## src/rtl/reg_write_arbiter.sv

```systemverilog
// Register file write-port arbiter: clears x0..x31 after reset, then
// arbitrates writeback (A) against a long-latency unit (B) with a starvation guard.
//
// Ports:
//   clk_i, rst_n_i                 clock, async active-low reset
//   a_valid_i/a_addr_i/a_data_i    requester A (pipeline writeback)
//   a_ready_o                      A accepted when a_valid_i && a_ready_o
//   b_valid_i/b_addr_i/b_data_i    requester B (long-latency unit)
//   b_ready_o                      B accepted when b_valid_i && b_ready_o
//   RDaddr_o/RDdata_o/RegWrite_o   register file write port
//   init_busy_o                    high while the clear sequence runs
module reg_write_arbiter #(
    parameter int MAX_WAIT = 4
) (
    input  logic        clk_i,
    input  logic        rst_n_i,
    input  logic        a_valid_i,
    input  logic [4:0]  a_addr_i,
    input  logic [31:0] a_data_i,
    output logic        a_ready_o,
    input  logic        b_valid_i,
    input  logic [4:0]  b_addr_i,
    input  logic [31:0] b_data_i,
    output logic        b_ready_o,
    output logic [4:0]  RDaddr_o,
    output logic [31:0] RDdata_o,
    output logic        RegWrite_o,
    output logic        init_busy_o
);

    localparam logic [2:0] MAX_W = 3'(MAX_WAIT);

    typedef enum logic {
        S_INIT = 1'b0,
        S_RUN  = 1'b1
    } state_e;

    state_e      state_q, state_d;
    logic [4:0]  init_cnt_q, init_cnt_d;
    logic [2:0]  wait_cnt_q, wait_cnt_d;

    logic        b_prio;
    logic        a_gnt;
    logic        b_gnt;

    // B takes priority once it has been denied MAX_WAIT cycles in a row.
    assign b_prio = (state_q == S_RUN) && (wait_cnt_q >= MAX_W);

    always_ff @(posedge clk_i or negedge rst_n_i) begin
        if (!rst_n_i) begin
            state_q    <= S_INIT;
            init_cnt_q <= 5'd0;
            wait_cnt_q <= 3'd0;
        end else begin
            state_q    <= state_d;
            init_cnt_q <= init_cnt_d;
            wait_cnt_q <= wait_cnt_d;
        end
    end

    always_comb begin
        state_d    = state_q;
        init_cnt_d = init_cnt_q;
        wait_cnt_d = 3'd0;
        unique case (state_q)
            S_INIT: begin
                // Wraps back to 0 on the final clear write.
                init_cnt_d = init_cnt_q + 5'd1;
                if (init_cnt_q == 5'd31) begin
                    state_d = S_RUN;
                end
            end
            S_RUN: begin
                if (b_valid_i && !b_gnt) begin
                    if (wait_cnt_q >= MAX_W) begin
                        wait_cnt_d = wait_cnt_q;
                    end else begin
                        wait_cnt_d = wait_cnt_q + 3'd1;
                    end
                end
            end
            default: begin
                state_d = S_INIT;
            end
        endcase
    end

    // Outputs are gated by rst_n_i so reset forces them without a clock edge.
    always_comb begin
        a_ready_o   = 1'b0;
        b_ready_o   = 1'b0;
        init_busy_o = 1'b1;
        RegWrite_o  = 1'b0;
        RDaddr_o    = 5'd0;
        RDdata_o    = 32'd0;
        a_gnt       = 1'b0;
        b_gnt       = 1'b0;
        if (rst_n_i) begin
            unique case (state_q)
                S_INIT: begin
                    RegWrite_o = 1'b1;
                    RDaddr_o   = init_cnt_q;
                end
                S_RUN: begin
                    init_busy_o = 1'b0;
                    if (b_prio) begin
                        b_ready_o = 1'b1;
                        a_ready_o = !b_valid_i;
                    end else begin
                        a_ready_o = 1'b1;
                        b_ready_o = !a_valid_i;
                    end
                    a_gnt = a_valid_i && a_ready_o;
                    b_gnt = b_valid_i && b_ready_o;
                    if (a_gnt) begin
                        RDaddr_o = a_addr_i;
                        RDdata_o = a_data_i;
                    end else if (b_gnt) begin
                        RDaddr_o = b_addr_i;
                        RDdata_o = b_data_i;
                    end
                    // x0 is hardwired zero: handshake completes, no write.
                    RegWrite_o = (a_gnt || b_gnt) && (RDaddr_o != 5'd0);
                end
                default: begin
                    init_busy_o = 1'b1;
                end
            endcase
        end
    end

endmodule
```

## config.mk

```make
export PLATFORM = sky130hd
export DESIGN_NAME = reg_write_arbiter
export DESIGN_NICKNAME = d
export VERILOG_FILES = /design/src/rtl/reg_write_arbiter.sv
export SDC_FILE = /design/constraint.sdc
export NUM_CORES = 1
export LEC_CHECK = 0
export CAP_MARGIN = 10
export CORE_MARGIN = 4
export CORE_UTILIZATION = 32
export CTS_BUF_LIST = sky130_fd_sc_hd__clkbuf_4 sky130_fd_sc_hd__clkbuf_8 sky130_fd_sc_hd__clkbuf_16
export CTS_CLUSTER_DIAMETER = 30
export CTS_CLUSTER_SIZE = 28
export DETAILED_ROUTE_END_ITERATION = 10
export PLACE_DENSITY = 0.95
export SYNTH_ARGS = -nofsm -noshare
export SYNTH_HDL_FRONTEND = slang
export SYNTH_SLANG_ARGS = --single-unit
```

## constraint.sdc

```tcl
create_clock -name clk_i -period 3.6 [get_ports clk_i]
set_input_delay 0.72 -clock clk_i [delete_from_list [all_inputs] [get_ports clk_i]]
set_output_delay 0.72 -clock clk_i [all_outputs]
set_load 0.01 [all_outputs]
```

# After elaboration in Yosys (flattened, before gate mapping)
# Cells that the tools add are included.
dict set report classes {
  add_sub_neg 2
  order_cmp 1
  n_eq_ne 2
  mux 31
  bitwise 1
  reduce_logical 10
}
# operator n
set op_table {}
lappend op_table {{$mux W32} 4}
lappend op_table {{$mux W5} 5}
lappend op_table {{$mux W1} 17}
lappend op_table {{$pmux W5 S2} 1}
lappend op_table {{$mux W3} 3}
lappend op_table {{$add A5 B1 Y5 const B} 1}
lappend op_table {{$eq A5 B5 Y1 const B} 1}
lappend op_table {{$logic_and A1 B1 Y1} 5}
lappend op_table {{$reduce_bool A5 Y1} 1}
lappend op_table {{$add A3 B1 Y3 const B} 1}
lappend op_table {{$ge A3 B3 Y1 const B} 1}
lappend op_table {{$logic_not A1 Y1} 3}
lappend op_table {{$ne A3 B3 Y1 const B} 1}
lappend op_table {{$pmux W1 S2} 1}
lappend op_table {{$logic_or A1 B1 Y1} 1}
lappend op_table {{$not A1 Y1} 1}
dict set report word_totals {
  register_bits 9
  input_bits 78
  wordCells 50
}

# Depth between registers and ports, before layout
dict set report depth {
  word_depth 14
  ltp_mapped 6
  ltp_nobuf 4
}

# Least setup slack after synthesis
# OpenSTA, ideal clock, no wires.
dict set report synth_timing {
  path_kind {in2out}
  from {in a_valid_i}
  to {out RegWrite_o}
  arrival_ps 1742
  t_required_ps 2880
  path_slack_ps 1138
  cell_stages 4
  n_path_buf 1
  cell_sequence {a21bo_1 buf_6 a32o_1 o41a_1}
}
dict set report synth_between {
  elab_chain_len 13
  word_cells_on_any_way 15
  cone_classes {9 x mux; 6 x reduce/logical}
}
# item line
set synth_lines {}
lappend synth_lines {{start: declaration} 17} ;# input logic a_valid_i,
lappend synth_lines {{$logic_not A1 Y1} 111} ;# b_ready_o = !a_valid_i;
lappend synth_lines {{$mux W1} 106} ;# if (b_prio) begin
lappend synth_lines {{$mux W1} 99} ;# unique case (state_q)
lappend synth_lines {{$mux W1} 98} ;# if (rst_n_i) begin
lappend synth_lines {{$logic_and A1 B1 Y1} 114} ;# b_gnt = b_valid_i && b_ready_o;
lappend synth_lines {{$mux W5} 118} ;# end else if (b_gnt) begin
lappend synth_lines {{$mux W5} 115} ;# if (a_gnt) begin
lappend synth_lines {{$mux W5} 99}
lappend synth_lines {{$mux W5} 98}
lappend synth_lines {{$reduce_bool A5 Y1} 123} ;# RegWrite_o = (a_gnt || b_gnt) && (RDaddr_o != 5'd0);
lappend synth_lines {{$logic_and A1 B1 Y1 (*)} 123}
lappend synth_lines {{$pmux W1 S2 (*)} 99}
lappend synth_lines {{$mux W1 (*)} 98}
lappend synth_lines {{end: declaration} 27} ;# output logic RegWrite_o,
# Mark *: on every way between the ends. The rest lies on a longest branch, timed or not. The select of a mux whose other input is x is not followed.

# Final worst setup path
# Same ends and word-level chain as after synthesis.

==> flow_summary.toml <==
[outcome]
outcome = "complete, no violations"

[synthesis]
synthTopCellsByArea = "nand3_1, dfrtp_1, a21oi_1"
synth-edff-count = 0
synthXorXnorAreaFrac_pct = 2.17
syn_area_um2 = 1210
synth_top_area_share_pct = 27.7
synth_common_cells = "nand3_1, a21oi_1, clkbuf_1"
synth-seq-area-share_pct = 18.6
avgSynthCellArea_um2 = 6.50
synth_top_cell_by_area = "nand3_1"
yosys_warnings = 0
synthFlopType = "dfrtp_1"
synthSimpleGateAreaFrac_pct = 38.4
synthArstFlopShare_pct = 100
synthMuxAreaShare_pct = 1.86
synth_compound_area_share_pct = 25.6
synthCells = 186
synthDistinctLibCells = 31
ys_seq_elements = 9
synth_top_family_by_area = "simple AND/OR/NAND/NOR gates"
yosysMostFrequentCell = "nand3_1"
synth_fa_ha_area_share_pct = 4.14
synth.net_count = 268

[sta]
rsz0062_at_grt = "false"
skew_ps = 1.31
timing.setup.tns_ps = 0
post-route-min-period_ps = 3430
hold_viol_final = 0
slew_headroom_pct = 67.5
tightest_slew_ps = 487
slew_viol_final = 0
max_freq_mhz = 292
setup_viol = 0
fin_crit_sh_pct = 95.2

[drt]
final_antenna_net_count = 0
route.detailed.drc = 0
num_vias = 1841
finalWirelength_um = 5300
wl_per_cell_um = 15.4
viasPerCell = 5.35
drt_pass1_iterations = 4
drt_first_iter_violations = 117

[min_path]
hp-start = "init_cnt_q[3]"
holdPathEnd = "init_cnt_q[3]"
hold_path.class = "flip-flop to flip-flop"
whs_path_depth = 1

[final_layout]
fin_cells = 344
layout.nets = 379
design_area_um2 = 2490
synthToLayoutAreaGrowth_pct = 106
drive_above_1_share_pct = 6.42
diodes = 0
fill_cells = 311

[worst_setup_path]
end_kind = "output pin"
setup.worst_path.start_class = "input port"
crit_arrival_ps = 2710
reg2reg_depth = 4
ff2ff_setup_slack_ps = 2100
critPathKind = "input port to output pin"
r2r_end = "init_cnt_q[4]"
cp.required_ps = 2880
worstPathMaxFanout = 18
r2r_start = "init_cnt_q[0]"

[cts]
post_cts_buffers = 0
hold_buffers = 0
htree_levels = 1
clock_latency_ps = 230
cts_resized = 0
cts_tree = "built"
cts_sinks = 9
cts_max_path_buffers = 2
numCtsBuffers = 3
cts_root_buffer = "clkbuf_8"
path_clk_slew_ps = 40

[pwr]
power_density_nw_per_um2 = 192
p_leak_nw = 0.994
peakVddDrop_v = 0.000239

[place]
dpl_cell_area_um2 = 2440
gp_congestion = 0.875
dpl.cell_count = 340
io_buffers = 118
dp_hpwl_um = 4150

[floorplan]
core_area_um2 = 3660
fp.dieW_um = 69.5
start_util_pct = 33.0
io_pins = 119
fp-row-count = 22
die_area_um2 = 4820
die_h_um = 69.5

[grt]
grt_pass1_wl_um = 8540
grt_max_degree = 35
grt_pass1_vias = 1813
grt_use_total_pct = 20.9
antenna_found_initial = 0
gr-total-overflow = 0

[flow_run]
cap_violations = 0
-- registers in the layout (all words and copies together) (netlist names) --
name        count
init_cnt_q      5
state_q         1
wait_cnt_q      3
-- worst max path at each step --
stage,from,to,slack [ps],depth (start not counted)
CTS,b_valid_i,RDdata_o[9],200,6
global placement,a_valid_i,RegWrite_o,240,5
global route,a_valid_i,RegWrite_o,30,6
floorplan,a_valid_i,RegWrite_o,1140,4
finish,a_valid_i,RegWrite_o,170,6
detailed placement,b_valid_i,RDdata_o[9],200,6
-- per-layer routing --
metal	track usage, %	share of wire, %	vias up
li1	-	-	896
met1	23.4	37	849
met2	38.1	52	82
met3	5.51	8.3	14
met4	6.51	2.4	0
met5	0	0	-
-- cell families (layout without fill, tap and decap cells) --
family                   count (synthesis)  in the layout
AND/OR/NAND/NOR                         92             92
XOR/XNOR                                 3              3
buffers and inverters                   25            135
flip-flops                               9              9
multiplexers                             2              2
AO/OA/AOI/OAI                           51             51
adder cells (fa/ha/maj)                  4              4
-- report_power, final --
| group | internal (mW) | switching (mW) | leakage (nW) |
|---|---|---|---|
| Clock | 0.0846 | 0.0396 | 0.0262 |
| Combinational | 0.152 | 0.0939 | 0.849 |
| Sequential | 0.104 | 0.00234 | 0.119 |
| Total | 0.341 | 0.136 | 0.994 |
-- cells in the final DEF, fill, tap and decap left out, types with 2 or more instances in the layout --
master | synthesis | final
or2_2 | 3 | 3
and2_1 | 3 | 3
clkbuf_8 | 0 | 3
nor2b_1 | 3 | 3
nor2_1 | 5 | 5
nand3_1 | 67 | 67
xnor2_1 | 3 | 3
a31oi_1 | 2 | 2
dfrtp_1 | 9 | 9
o21ai_0 | 2 | 2
o211a_1 | 3 | 3
inv_1 | 3 | 3
mux2_2 | 2 | 2
a21oi_1 | 35 | 35
clkdlybuf4s50_1 | 0 | 118
o21a_1 | 2 | 2
a32o_1 | 2 | 2
ha_1 | 4 | 4
nand2_1 | 6 | 6
buf_4 | 0 | 9
-- worst max-delay path: stages --
cell and delay [ps]:
clkdlybuf4s50_1 510, buf_4 230, nor2b_1 210, o221ai_1 190, o41a_1 360, clkdlybuf4s50_1 490
-- through the flow --
step	power, mW	hold slack (ps)	setup WS, ps	util [%]
detailed placement	0.354	497	195	66.6
global route	0.506	511	33.0	67.9
global placement	0.350	470	236	66.6
floorplan	0.195	424	1140	-
finish	0.477	503	173	67.9
CTS	0.480	502	196	67.9
-- area by class of cell --
cell class | instances | area [µm²] | share of cell area, %
timing repair buffer | 128 | 1270 | 51.0
multi-input combinational | 152 | 872 | 35.1
sequential | 9 | 225 | 9.06
tap | 48 | 60.1 | 2.42
clock buffer | 4 | 48.8 | 1.96
inverter | 3 | 11.3 | 0.453
Power figures use the tool's default switching activity.
